--- src/rtl/twophase_tx_fsm.sv ---
// twophase_tx_fsm: four-phase req/ack transmitter; optional ack timeout and err port under TX_TIMEOUT_EN
module twophase_tx_fsm #(
  parameter int DATA_WIDTH   = 8,
  parameter int SETUP_CYCLES = 1,
  parameter int SYNC_STAGES  = 2
`ifdef TX_TIMEOUT_EN
  , parameter int TIMEOUT_CYCLES = 255
`endif
) (
  input  logic                  clk,
  input  logic                  reset,
  input  logic                  v,
  input  logic [DATA_WIDTH-1:0] input_tx,
  input  logic                  ack,
  output logic                  req,
  output logic [DATA_WIDTH-1:0] output_tx,
  output logic                  ready,
  output logic                  done
`ifdef TX_TIMEOUT_EN
  , output logic                err
`endif
);
  typedef enum logic [1:0] {IDLE = 2'b00, SETUP = 2'b01, WAIT_ACK = 2'b10, WAIT_REL = 2'b11} state_e;
  state_e                 state_q, state_d;
  logic [SYNC_STAGES-1:0] sync_q;
  logic                   ack_s;
  logic [3:0]             cnt_q, cnt_d;
  logic                   req_q, req_d, done_q, done_d;
  logic [DATA_WIDTH-1:0]  data_q, data_d;
`ifdef TX_TIMEOUT_EN
  localparam int TW = $clog2(TIMEOUT_CYCLES + 1);
  logic [TW-1:0] tmo_q, tmo_d;
  logic          tmo_hit, err_q, err_d;
  assign tmo_hit = tmo_q == TW'(TIMEOUT_CYCLES - 1);
  assign err     = err_q;
`endif
  assign ack_s     = sync_q[SYNC_STAGES-1];
  assign ready     = (state_q == IDLE) && !ack_s;
  assign req       = req_q;
  assign output_tx = data_q;
  assign done      = done_q;
  // ack crosses from the receiver's domain; only the last stage feeds the FSM
  always_ff @(posedge clk or negedge reset)
    if (!reset) sync_q <= '0;
    else sync_q <= {sync_q[SYNC_STAGES-2:0], ack};
  // state, setup counter and the registered bus-facing outputs
  always_ff @(posedge clk or negedge reset)
    if (!reset) begin
      state_q <= IDLE;
      cnt_q   <= '0;
      req_q   <= 1'b0;
      done_q  <= 1'b0;
      data_q  <= '0;
`ifdef TX_TIMEOUT_EN
      tmo_q   <= '0;
      err_q   <= 1'b0;
`endif
    end else begin
      state_q <= state_d;
      cnt_q   <= cnt_d;
      req_q   <= req_d;
      done_q  <= done_d;
      data_q  <= data_d;
`ifdef TX_TIMEOUT_EN
      tmo_q   <= tmo_d;
      err_q   <= err_d;
`endif
    end
  // next state: req is only ever high in WAIT_ACK, data only loads on the IDLE capture
  always_comb begin
    state_d = state_q;
    cnt_d   = cnt_q;
    req_d   = 1'b0;
    done_d  = 1'b0;
    data_d  = data_q;
`ifdef TX_TIMEOUT_EN
    err_d   = 1'b0;
`endif
    case (state_q)
      IDLE:
        if (v && ready) begin
          data_d  = input_tx;
          cnt_d   = '0;
          state_d = SETUP;
        end
      SETUP: begin
        cnt_d = cnt_q + 4'd1;
        if (cnt_q == 4'(SETUP_CYCLES - 1)) begin
          req_d   = 1'b1;
          state_d = WAIT_ACK;
        end
      end
      WAIT_ACK: begin
        req_d = !ack_s;
        if (ack_s) state_d = WAIT_REL;
`ifdef TX_TIMEOUT_EN
        else if (tmo_hit) begin
          req_d   = 1'b0;
          err_d   = 1'b1;
          state_d = IDLE;
        end
`endif
      end
      WAIT_REL:
        if (!ack_s) begin
          done_d  = 1'b1;
          state_d = IDLE;
        end
`ifdef TX_TIMEOUT_EN
        else if (tmo_hit) begin
          err_d   = 1'b1;
          state_d = IDLE;
        end
`endif
      default: begin
        state_d = IDLE;
        req_d   = 1'b0;
      end
    endcase
`ifdef TX_TIMEOUT_EN
    tmo_d = ((state_q == WAIT_ACK || state_q == WAIT_REL) && state_d == state_q) ? tmo_q + TW'(1) : '0;
`endif
  end
endmodule

--- config.mk ---
export PLATFORM = sky130hd
export DESIGN_NAME = twophase_tx_fsm
export DESIGN_NICKNAME = d
export VERILOG_FILES = /design/src/rtl/twophase_tx_fsm.sv
export SDC_FILE = /design/constraint.sdc
export NUM_CORES = 1
export LEC_CHECK = 0
export CAP_MARGIN = 10
export CORE_MARGIN = 4
export CORE_UTILIZATION = 45
export DETAILED_ROUTE_END_ITERATION = 8
export PLACE_DENSITY = 0.82
export SYNTH_ARGS = -nofsm -noshare
export SYNTH_HDL_FRONTEND = slang
export SYNTH_SLANG_ARGS = --single-unit
--- constraint.sdc ---
create_clock -name clk -period 2.6 [get_ports clk]
set_input_delay 0.52 -clock clk [delete_from_list [all_inputs] [get_ports clk]]
set_output_delay 0.52 -clock clk [all_outputs]
set_load 0.01 [all_outputs]
# Word level (Yosys, flattened, before mapping)
# Index checks and enable logic that the tools add are counted.
# totals
word_cells	34
out_inout_bits	11
reg_bits	18
# classes
eq_ne	7
mux	11
reduce_logical	9
add_sub_neg	1
# op_table
operator	count
$mux 2	4
$pmux 2 s4	1
$pmux 4 s2	1
$ne 2x2->1 const B	3
$add 4x1->4 const B	1
$eq 2x2->1 const B	2
$logic_not 4->1	1
$mux 4	1
$reduce_and 2->1	2
$reduce_and 4->1	1
$mux 1	3
$eq 2x1->1 const B	1
$logic_and 1x1->1	2
$logic_not 2->1	1
$ne 2x1->1 const B	1
$pmux 1 s2	1
$reduce_bool 2->1	1
$logic_not 1->1	1

# Depth between registers and ports, before layout
# Gate-level depths: netlist of run 1.
# logic_depth
word_depth	5
mapped_depth	6
ltp_nobuf	6

# Least setup slack after synthesis of run 1
# Ideal clock, no wire load.
# synth_path
path_kind	flip-flop to output port
start	register state_q[0]
end	output port ready
slack_ns	1.017
stages_incl_launch_ff	5
t_arrival_ns	1.063
required_ns	2.080
path_buffers	0
cell_sequence	dfrtp_1 inv_1 ha_1 inv_1 nor2_1
# synth_via
elab_chain_cells	2
# synth_rtl
element	line	rtl
start, declared	24	state_e state_q, state_d;
start signal, assigned	59	state_q <= state_d;
$logic_not 2->1	38	assign ready = (state_q == IDLE) && !ack_s;
$logic_and 1x1->1	38	
end, declared	17	output logic ready,
# Every way passes these cells.

# Final worst setup path of run 1
# Same ends and word-level chain as after synthesis.

==> results.json, run 1 <==
{
  "crit_arrival_ns": 1.87,
  "ir_drop_mv": 0.604,
  "num_io_pins": 23,
  "rows": 15,
  "period_needed_ns": 2.39,
  "ys_types": 24,
  "holdCritPathClass": "reg2reg",
  "die_y_um": 51.9,
  "yosysWarnings": 0,
  "drtIter0Drc": 3,
  "avgSynthCellArea_um2": 12.9,
  "hpwl_um": 1280,
  "worstSetupPathType": "reg2out",
  "synth.most_common_cell": "dfrtp_1",
  "port_buffers": 22,
  "ys_seq_elements": 18,
  "outcome": "finished clean",
  "fp.coreArea_um2": 1780,
  "grt_pass1_vias": 602,
  "finalCoreUtilization": 0.649,
  "powerDensity_nw_per_um2": 1130,
  "final.setup.tns_ns": 0,
  "required_ns": 2.08,
  "leakagePower_nw": 0.536,
  "final_nets": 113,
  "syn_nets": 86,
  "place_congestion": 0.755,
  "r2r-start": "state_q[0]$_DFFE_PN0P_",
  "fin_crit_sh": 0.919,
  "drv_slew": 0,
  "vias": 595,
  "yosysSeqAreaShare": 0.519,
  "worst_setup_path_end_kind": "output port",
  "synth_edf_count": 0,
  "via_per_inst": 5.04,
  "timing.fmax_mhz": 419,
  "path_max_fanout": 6,
  "placed_cells": 114,
  "maxCapViolCount": 0,
  "cts_made_buffers": 3,
  "maxSlewHeadroom": 0.507,
  "async_reset_ff_frac": 1.00,
  "htreeDepth": 1,
  "yosys-top-cells-area": "dfrtp_1 (52%), mux2_1 (10%), ha_1 (10%)",
  "grt_max_degree": 19,
  "yosys.area.top_type_share": 0.519,
  "wl_per_cell_um": 13.0,
  "drc": 0,
  "hold_start": "sync_q[0]$_DFF_PN0_",
  "die-area_um2": 2690,
  "overflow": 0,
  "wl_um": 1530,
  "grt_antenna_before_repair": 0,
  "hold_viol": 0,
  "syn_inst": 67,
  "netlist_top_cells_count": "dfrtp_1 (18), mux2_1 (8), ha_1 (7)",
  "synth_top_area_cell": "dfrtp_1",
  "area_delta_synth_final_pct": 33.5,
  "clock_skew_ns": 0.00534,
  "clock_path_buffers": 2,
  "rsz0062_at_grt": "false",
  "startpoint": "state_q[0]$_DFFE_PN0P_",
  "fin_cells": 118,
  "fp.dieW_um": 51.9,
  "clock_sinks": 18,
  "tritoncts": "built",
  "grt_pass1_wl_um": 2700,
  "track_usage": 0.137,
  "netlist_area_um2": 867,
  "cts_root_buffer": "clkbuf_4",
  "clk_pin_slew_ns": 0.09,
  "finalSetupViolCount": 0,
  "num_antenna_cells": 0,
  "insertion_delay_ns": 0.29,
  "drive_gt1_frac": 0.129,
  "firstDrtPassIters": 4,
  "cp-start-kind": "flip-flop",
  "tightest_slew_ns": 0.738,
  "synth_flop_cell": "dfrtp_1",
  "initial_core_util": 0.486,
  "post_cts_buffers": 0,
  "postRouteAntennaNets": 0
}
per-layer routing:
metal	up-vias	routed length, um	track usage
met5	-	0	0
met4	0	13	0.0393
met3	2	89	0.0430
met2	18	792	0.243
met1	289	635	0.157
li1	286	-	-
power by group:
part	internal, W	leakage (nW)	switching [W]
clock	0.0000854	0.0210	0.0000787
sequential	0.000401	0.221	0.0000826
combinational	0.000365	0.294	0.000291
total	0.000852	0.536	0.000452
sequential cells by signal, summed over array words and instances, names as in the netlist:
signal	count
cnt_q	4
req	1
done	1
output_tx	8
sync_q	2
state_q	2
worst paths after layout:
kind / to / cells after the start / slack, ns
max in group asynchronous: output_tx[0]$_DFFE_PN0P_ / 1 / 1.48
setup reg to reg: state_q[1]$_DFFE_PN0P_ / 6 / 0.94
setup / recovery: ready / 5 / 0.21
hold reg to reg: sync_q[1]$_DFF_PN0_ / 0 / 0.36
hold / removal: sync_q[1]$_DFF_PN0_ / 0 / 0.36
min in group asynchronous: output_tx[2]$_DFFE_PN0P_ / 1 / 0.66
placed cells by master (no fill, tap or decap), types with 2 or more instances in the layout:
master and instances:
clkdlybuf4s50_1 22, dfrtp_1 18, mux2_1 8, inv_1 6, ha_1 6, nor2_1 4, nand2_1 4, clkbuf_4 3
nor2b_1 2, a22o_1 2
layout make-up:
class / instances / area [um2]
fillers: 141 / 626
well taps: 25 / 31.3
flip-flops and latches: 18 / 450
inverters: 6 / 22.5
multi-input cells: 43 / 397
clock buffers: 4 / 36.3
repair buffers: 22 / 220
worst max-delay path, stage by stage, from the launching register on:
cell and delay (ns):
dfrtp_1 0.42, inv_1 0.14, ha_2 0.29, inv_1 0.09
nor2_1 0.11, clkdlybuf4s50_1 0.54
stage by stage:
step	hold WS, ns	area (um2)	setup WS (ns)	total power [W]
global route	0.378	1160	0.0983	0.00141
finish	0.364	1160	0.211	0.00130
detailed placement	0.344	1120	0.446	0.00115
floorplan	0.224	867	1.02	0.000877
global placement	0.332	1120	0.509	0.00111
CTS	0.367	1150	0.102	0.00131
cells by family (layout without fill, tap and decap cells):
| family | Yosys count | in the layout | synth area share |
|---|---|---|---|
| compound gates | 11 | 11 | 0.113 |
| fa+ha+maj | 7 | 7 | 0.101 |
| buf+inv | 6 | 32 | 0.0260 |
| flops | 18 | 18 | 0.519 |
| mux | 11 | 11 | 0.146 |
| simple gates | 14 | 14 | 0.0952 |
timing repair:
action | CTS | global route
endpoints found under the setup margin | 0 | 1
gates resized for setup | 0 | 1
hold buffers | 0 | 0
Note: power is estimated with default switching activity, not from simulation.
==> run 2, diff against run 1 <==
Settings changed: CTS_CLUSTER_DIAMETER from default to 40.
==> results of run 2 <==
Same layout as run 1: the final DEF is identical, and so are final timing and power.
